$ cat src/rtl/wb_mcu_bram_arbiter.sv
// wb_mcu_bram_arbiter
//
// Shares the single Wishbone port of the MCU mailbox block-RAM between two
// classic-cycle masters. Only one transaction runs per grant. Ties are broken
// round-robin. A watchdog turns a missing slave ack into an error pulse.
//
// Ports:
//   clk_i, resetn          clock, asynchronous active-low reset
//   m{0,1}_cyc_i/stb_i/we_i/adr_i/dat_i/sel_i
//                          master requests
//   m{0,1}_dat_o/ack_o/err_o
//                          read data (always s_dat_i), ack, watchdog abort
//   s_cyc_o/stb_o/we_o/adr_o/dat_o/sel_o, s_dat_i, s_ack_i
//                          RAM-side Wishbone port
//   grant_o                one-hot current grant, 2'b00 when idle
module wb_mcu_bram_arbiter #(
    parameter int unsigned ADDR_WIDTH = 12,
    parameter int unsigned DATA_WIDTH = 16,
    parameter int unsigned TIMEOUT    = 15
) (
    input  logic                  clk_i,
    input  logic                  resetn,

    input  logic                  m0_cyc_i,
    input  logic                  m0_stb_i,
    input  logic                  m0_we_i,
    input  logic [ADDR_WIDTH-1:0] m0_adr_i,
    input  logic [DATA_WIDTH-1:0] m0_dat_i,
    input  logic [1:0]            m0_sel_i,
    output logic [DATA_WIDTH-1:0] m0_dat_o,
    output logic                  m0_ack_o,
    output logic                  m0_err_o,

    input  logic                  m1_cyc_i,
    input  logic                  m1_stb_i,
    input  logic                  m1_we_i,
    input  logic [ADDR_WIDTH-1:0] m1_adr_i,
    input  logic [DATA_WIDTH-1:0] m1_dat_i,
    input  logic [1:0]            m1_sel_i,
    output logic [DATA_WIDTH-1:0] m1_dat_o,
    output logic                  m1_ack_o,
    output logic                  m1_err_o,

    output logic                  s_cyc_o,
    output logic                  s_stb_o,
    output logic                  s_we_o,
    output logic [ADDR_WIDTH-1:0] s_adr_o,
    output logic [DATA_WIDTH-1:0] s_dat_o,
    output logic [1:0]            s_sel_o,
    input  logic [DATA_WIDTH-1:0] s_dat_i,
    input  logic                  s_ack_i,

    output logic [1:0]            grant_o
);

    // Encoding doubles as the one-hot grant vector.
    typedef enum logic [1:0] {
        StIdle = 2'b00,
        StBus0 = 2'b01,
        StBus1 = 2'b10
    } state_e;

    state_e      state_q;
    logic        last_q;    // master served most recently
    logic [7:0]  wdog_q;    // cycles spent in the current grant without ack

    logic req0;
    logic req1;
    logic wdog_hit;

    assign req0     = m0_cyc_i & m0_stb_i;
    assign req1     = m1_cyc_i & m1_stb_i;
    assign wdog_hit = (wdog_q == 8'(TIMEOUT - 1));

    assign grant_o  = state_q;
    assign m0_dat_o = s_dat_i;
    assign m1_dat_o = s_dat_i;

    // Slave mux and ack/err routing; everything is quiet while idle.
    always_comb begin
        s_cyc_o  = 1'b0;
        s_stb_o  = 1'b0;
        s_we_o   = 1'b0;
        s_adr_o  = '0;
        s_dat_o  = '0;
        s_sel_o  = '0;
        m0_ack_o = 1'b0;
        m0_err_o = 1'b0;
        m1_ack_o = 1'b0;
        m1_err_o = 1'b0;
        unique case (state_q)
            StBus0: begin
                s_cyc_o  = m0_cyc_i;
                s_stb_o  = m0_stb_i;
                s_we_o   = m0_we_i;
                s_adr_o  = m0_adr_i;
                s_dat_o  = m0_dat_i;
                s_sel_o  = m0_sel_i;
                m0_ack_o = s_ack_i;
                // Ack beats timeout; an aborting master gets no error.
                m0_err_o = m0_cyc_i & ~s_ack_i & wdog_hit;
            end
            StBus1: begin
                s_cyc_o  = m1_cyc_i;
                s_stb_o  = m1_stb_i;
                s_we_o   = m1_we_i;
                s_adr_o  = m1_adr_i;
                s_dat_o  = m1_dat_i;
                s_sel_o  = m1_sel_i;
                m1_ack_o = s_ack_i;
                m1_err_o = m1_cyc_i & ~s_ack_i & wdog_hit;
            end
            default: ;
        endcase
    end

    // Every grant ends in StIdle, which guarantees the RAM sees stb drop for
    // at least one cycle before the next transaction.
    always_ff @(posedge clk_i or negedge resetn) begin
        if (!resetn) begin
            state_q <= StIdle;
            last_q  <= 1'b1;
            wdog_q  <= '0;
        end else begin
            unique case (state_q)
                StIdle: begin
                    wdog_q <= '0;
                    if (req0 && (!req1 || last_q)) begin
                        state_q <= StBus0;
                    end else if (req1) begin
                        state_q <= StBus1;
                    end
                end
                StBus0: begin
                    if (s_ack_i || !m0_cyc_i || wdog_hit) begin
                        state_q <= StIdle;
                        last_q  <= 1'b0;
                        wdog_q  <= '0;
                    end else begin
                        wdog_q <= wdog_q + 8'd1;
                    end
                end
                StBus1: begin
                    if (s_ack_i || !m1_cyc_i || wdog_hit) begin
                        state_q <= StIdle;
                        last_q  <= 1'b1;
                        wdog_q  <= '0;
                    end else begin
                        wdog_q <= wdog_q + 8'd1;
                    end
                end
                default: state_q <= StIdle;
            endcase
        end
    end

endmodule

$ cat config.mk
export PLATFORM = sky130hd
export DESIGN_NAME = wb_mcu_bram_arbiter
export DESIGN_NICKNAME = d
export VERILOG_FILES = /design/src/rtl/wb_mcu_bram_arbiter.sv
export SDC_FILE = /design/constraint.sdc
export NUM_CORES = 1
export LEC_CHECK = 0
export CORE_MARGIN = 2
export CORE_UTILIZATION = 29
export CTS_CLUSTER_DIAMETER = 50
export DETAILED_ROUTE_END_ITERATION = 16
export MAX_ROUTING_LAYER = met4
export PLACE_DENSITY = 0.83
export SYNTH_ARGS = -nofsm -noshare
export SYNTH_HDL_FRONTEND = slang
export SYNTH_SLANG_ARGS = --single-unit
export TNS_END_PERCENT = 50
$ cat constraint.sdc
create_clock -name clk_i -period 1.8 [get_ports clk_i]
set_input_delay 0.36 -clock clk_i [delete_from_list [all_inputs] [get_ports clk_i]]
set_output_delay 0.36 -clock clk_i [all_outputs]
set_load 0.1 [all_outputs]
==> flow_summary.json <==
{
  "drtAntennaViolNets": 0,
  "final-instance-count-excl-fill": 330,
  "synth_async_reset_ratio": 1.00,
  "synth.cells.most_frequent": "sky130_fd_sc_hd__nor2b_1, sky130_fd_sc_hd__a22oi_1, sky130_fd_sc_hd__buf_4",
  "grt_antenna_before_repair": 0,
  "tritoncts": "yes",
  "rows": 25,
  "yosys.cell_count.top_type": "sky130_fd_sc_hd__nor2b_1",
  "outcome": "complete, but fails checks",
  "clock_latency_ns": 0.23,
  "critPathKind": "register to output pin",
  "endpoint_kind_of_the_worst_setup_timing_path": "output pin",
  "synth-edff-count": 0,
  "postLayoutSetupSlackWorst_ns": -0.237,
  "ctsRootBufferMaster": "sky130_fd_sc_hd__clkbuf_8",
  "tightest_slew_ns": 0.498,
  "yosys.area_share.adder": 0.0523,
  "finalWirelength_mm": 5.62,
  "cellLeakagePower_nw": 1.26,
  "final_min_period_over_clock_period": 1.13,
  "grt_pass1_wl_mm": 8.09,
  "unrepaired_setup_endpoints_after_global_routing": "yes",
  "worst_hold_path_type": "input pin to async pin",
  "ff2ff_path_depth": 7,
  "cts_hold_repair.buffers": 0,
  "num_io_pins": 156,
  "arrival_ns": 1.68,
  "clock.fmax_mhz": 491,
  "detailedPlacementHpwl_mm": 4.46,
  "largest_net_degree_at_the_start_of_global_routing": 19,
  "fp.dieArea_um2": 5530,
  "syn_warnings": 0,
  "floorplan.die.height_um": 74.4,
  "detail_route.iter0.violations": 43,
  "grt-ovfl-total": 0,
  "cap_viol_max_count": 0,
  "synth-seq-area-share": 0.193,
  "post_drt_wl_per_cell_um": 17.0,
  "data_required_time_at_the_worst_endpoint_ns": 1.44,
  "synth_largest_type_area_fraction": 0.174,
  "cell_type_with_the_largest_total_area_after_synthesis": "sky130_fd_sc_hd__dfrtp_1",
  "ys_types": 35,
  "htree_num_levels": 1,
  "synth-main-ff-cell": "sky130_fd_sc_hd__dfrtp_1",
  "post_synth_instance_area_um2": 1440,
  "vias": 1567,
  "synthCells": 178,
  "timing.reg2reg.setup_slack_ns": 0.03,
  "post_route_cells_drive_above_1_share": 0.521,
  "ffs_latches_synth": 11,
  "reg_to_reg_critical_path_endpoint": "last_q",
  "synth_area_leaders": "sky130_fd_sc_hd__dfrtp_1, sky130_fd_sc_hd__a22oi_1, sky130_fd_sc_hd__buf_4",
  "core-area_um2": 4750,
  "synth_top_family_by_area": "simple AND/OR/NAND/NOR gates",
  "cts_buffers": 3,
  "timing.slew.headroom": 0.667,
  "drc_errors": 0,
  "post-place-ws_ns": -0.0352,
  "intPower_mw": 2.71,
  "area_fraction_in_compound_gates_after_synthesis": 0.242,
  "power-per-cell-area_nw_per_um2": 1720,
  "gpl.final_weighted_congestion": 0.791,
  "switchingPower_mw": 3.09,
  "start_util": 0.302,
  "power.share.clock": 0.042,
  "average_footprint_of_a_synthesized_cell_um2": 8.07,
  "worst_setup_path_start_kind": "register",
  "synth_simple_gate_area_frac": 0.257,
  "worst_ir_drop_vdd_mv": 1.47,
  "postSynthNetCount": 269,
  "all_layer_gr_usage": 0.190,
  "layout_min_cycle_time_ns": 2.04,
  "clock_sinks": 11,
  "fin_skew_ns": 0.00212,
  "drt_pass1_iterations": 4,
  "finalNetCount": 355,
  "share_comb_of_total_power": 0.898,
  "count_of_endpoints_failing_setup_in_the_final_report": 37,
  "clock_edge_transition_at_the_registers_on_the_reported_setup_and_hold_paths_ns": 0.05,
  "muxShareOfSynthArea": 0.0105,
  "vias_per_cell": 4.75,
  "power.share.sequential": 0.060,
  "failing_checks": "setup timing",
  "path_max_fanout": 18,
  "maxSlewViolCount": 0,
  "final-hold-violation-count": 0,
  "portBuffers": 107,
  "via_count_of_the_first_global_routing_pass": 1675,
  "swShare": 0.532,
  "cts-root-to-sink-buffers": 2,
  "antenna_cells_inserted": 0,
  "syn_to_final_growth_pct": 134,
  "die_width_um": 74.4,
  "yosys.area_share.xor_xnor": 0.0366,
  "fillCellCount": 313,
  "worst_r2r_startpoint": "grant_o[0]",
  "dp_cells": 325
}
-- how the worst max path moves through the flow --
stage | startpoint | end | slack (ns) | depth (start not counted)
floorplan | grant_o[0] | m1_err_o | -0.54 | 6
global placement | m1_cyc_i | last_q | -0.003 | 5
detailed placement | m1_cyc_i | last_q | -0.04 | 5
CTS | grant_o[0] | s_we_o | -0.21 | 5
global route | grant_o[0] | s_dat_o[12] | -0.27 | 6
finish | grant_o[0] | s_dat_o[12] | -0.24 | 6
-- power groups by stage --
stage / clock (mW) / sequential (mW) / combinational, mW
2_1_floorplan: 0 / 0.478 / 3.64
3_3_place_gp: 0 / 0.340 / 4.93
3_5_place_dp: 0 / 0.343 / 4.99
4_1_cts: 0.247 / 0.339 / 5.08
5_1_grt: 0.260 / 0.350 / 5.36
6_report: 0.246 / 0.347 / 5.20
-- per-layer routing --
| metal | share of wire | GRT usage | up-vias |
|---|---|---|---|
| li1 | - | - | 756 |
| met1 | 0.35 | 0.206 | 736 |
| met2 | 0.55 | 0.354 | 69 |
| met3 | 0.086 | 0.0474 | 6 |
| met4 | 0.0089 | 0.0317 | 0 |
| met5 | 0 | - | - |
-- sequential cells by signal (all words and copies together) (netlist names) --
| register | flops |
|---|---|
| wdog_q | 8 |
| grant_o | 2 |
| last_q | 1 |
-- cell families after synthesis --
group                    count (synthesis)
AND/OR/NAND/NOR                         64
buffers and inverters                   47
AO/OA/AOI/OAI                           43
flip-flops                              11
XOR/XNOR                                 6
adder cells (fa/ha/maj)                  6
multiplexers                             1
-- critical path: stages (launching register included) --
cell and delay [ns]:
sky130_fd_sc_hd__dfrtp_4 0.52, sky130_fd_sc_hd__inv_4 0.10, sky130_fd_sc_hd__ha_4 0.16, sky130_fd_sc_hd__buf_12 0.17, sky130_fd_sc_hd__a22oi_1 0.14, sky130_fd_sc_hd__nor2b_4 0.16
sky130_fd_sc_hd__buf_12 0.18
-- repair_timing --
item	CTS	global route
hold endpoints to repair	0	0
setup buffers	1	0
endpoints found under the setup margin	37	41
resized for setup	10	18
pin swaps	2	3
-- metrics by stage --
| step | hold slack, ns | utilization | setup TNS, ns | instance area (µm²) | power, mW |
|---|---|---|---|---|---|
| floorplan | 0.0644 | - | -15.55 | 1820 | 4.11 |
| global placement | 0.517 | 0.670 | -0.00313 | 3190 | 5.27 |
| detailed placement | 0.526 | 0.670 | -0.0695 | 3190 | 5.34 |
| CTS | 0.480 | 0.690 | -6.97 | 3280 | 5.66 |
| global route | 0.497 | 0.707 | -8.63 | 3360 | 5.97 |
| finish | 0.462 | 0.707 | -6.74 | 3360 | 5.80 |
-- final cells by class --
type	instances	area (µm²)	share of cell area
repair buffers	125	1660	0.493
multi-input cells	120	1280	0.379
flip-flops and latches	11	284	0.0844
well taps	67	83.8	0.0249
clock buffers	4	45.0	0.0134
inverters	3	16.3	0.00484
-- layout by cell type (no fill, tap or decap), types with 2 or more instances in the layout --
cell	count
sky130_fd_sc_hd__nor2_1	6
sky130_fd_sc_hd__xor2_1	5
sky130_fd_sc_hd__dfrtp_1	8
sky130_fd_sc_hd__inv_4	2
sky130_fd_sc_hd__ha_4	3
sky130_fd_sc_hd__a22oi_1	16
sky130_fd_sc_hd__nand2_4	2
sky130_fd_sc_hd__nand3_1	3
sky130_fd_sc_hd__buf_6	3
sky130_fd_sc_hd__a22oi_2	16
sky130_fd_sc_hd__clkbuf_8	3
sky130_fd_sc_hd__nand2_2	3
sky130_fd_sc_hd__o21ai_1	2
sky130_fd_sc_hd__nor3_4	2
sky130_fd_sc_hd__clkdlybuf4s50_1	68
sky130_fd_sc_hd__buf_4	11
sky130_fd_sc_hd__nand2_1	6
sky130_fd_sc_hd__a21oi_1	2
sky130_fd_sc_hd__dfrtp_4	2
sky130_fd_sc_hd__and2_4	2
sky130_fd_sc_hd__ha_1	2
sky130_fd_sc_hd__buf_12	43
sky130_fd_sc_hd__nor2b_4	33
Power figures use the tool's default switching activity.
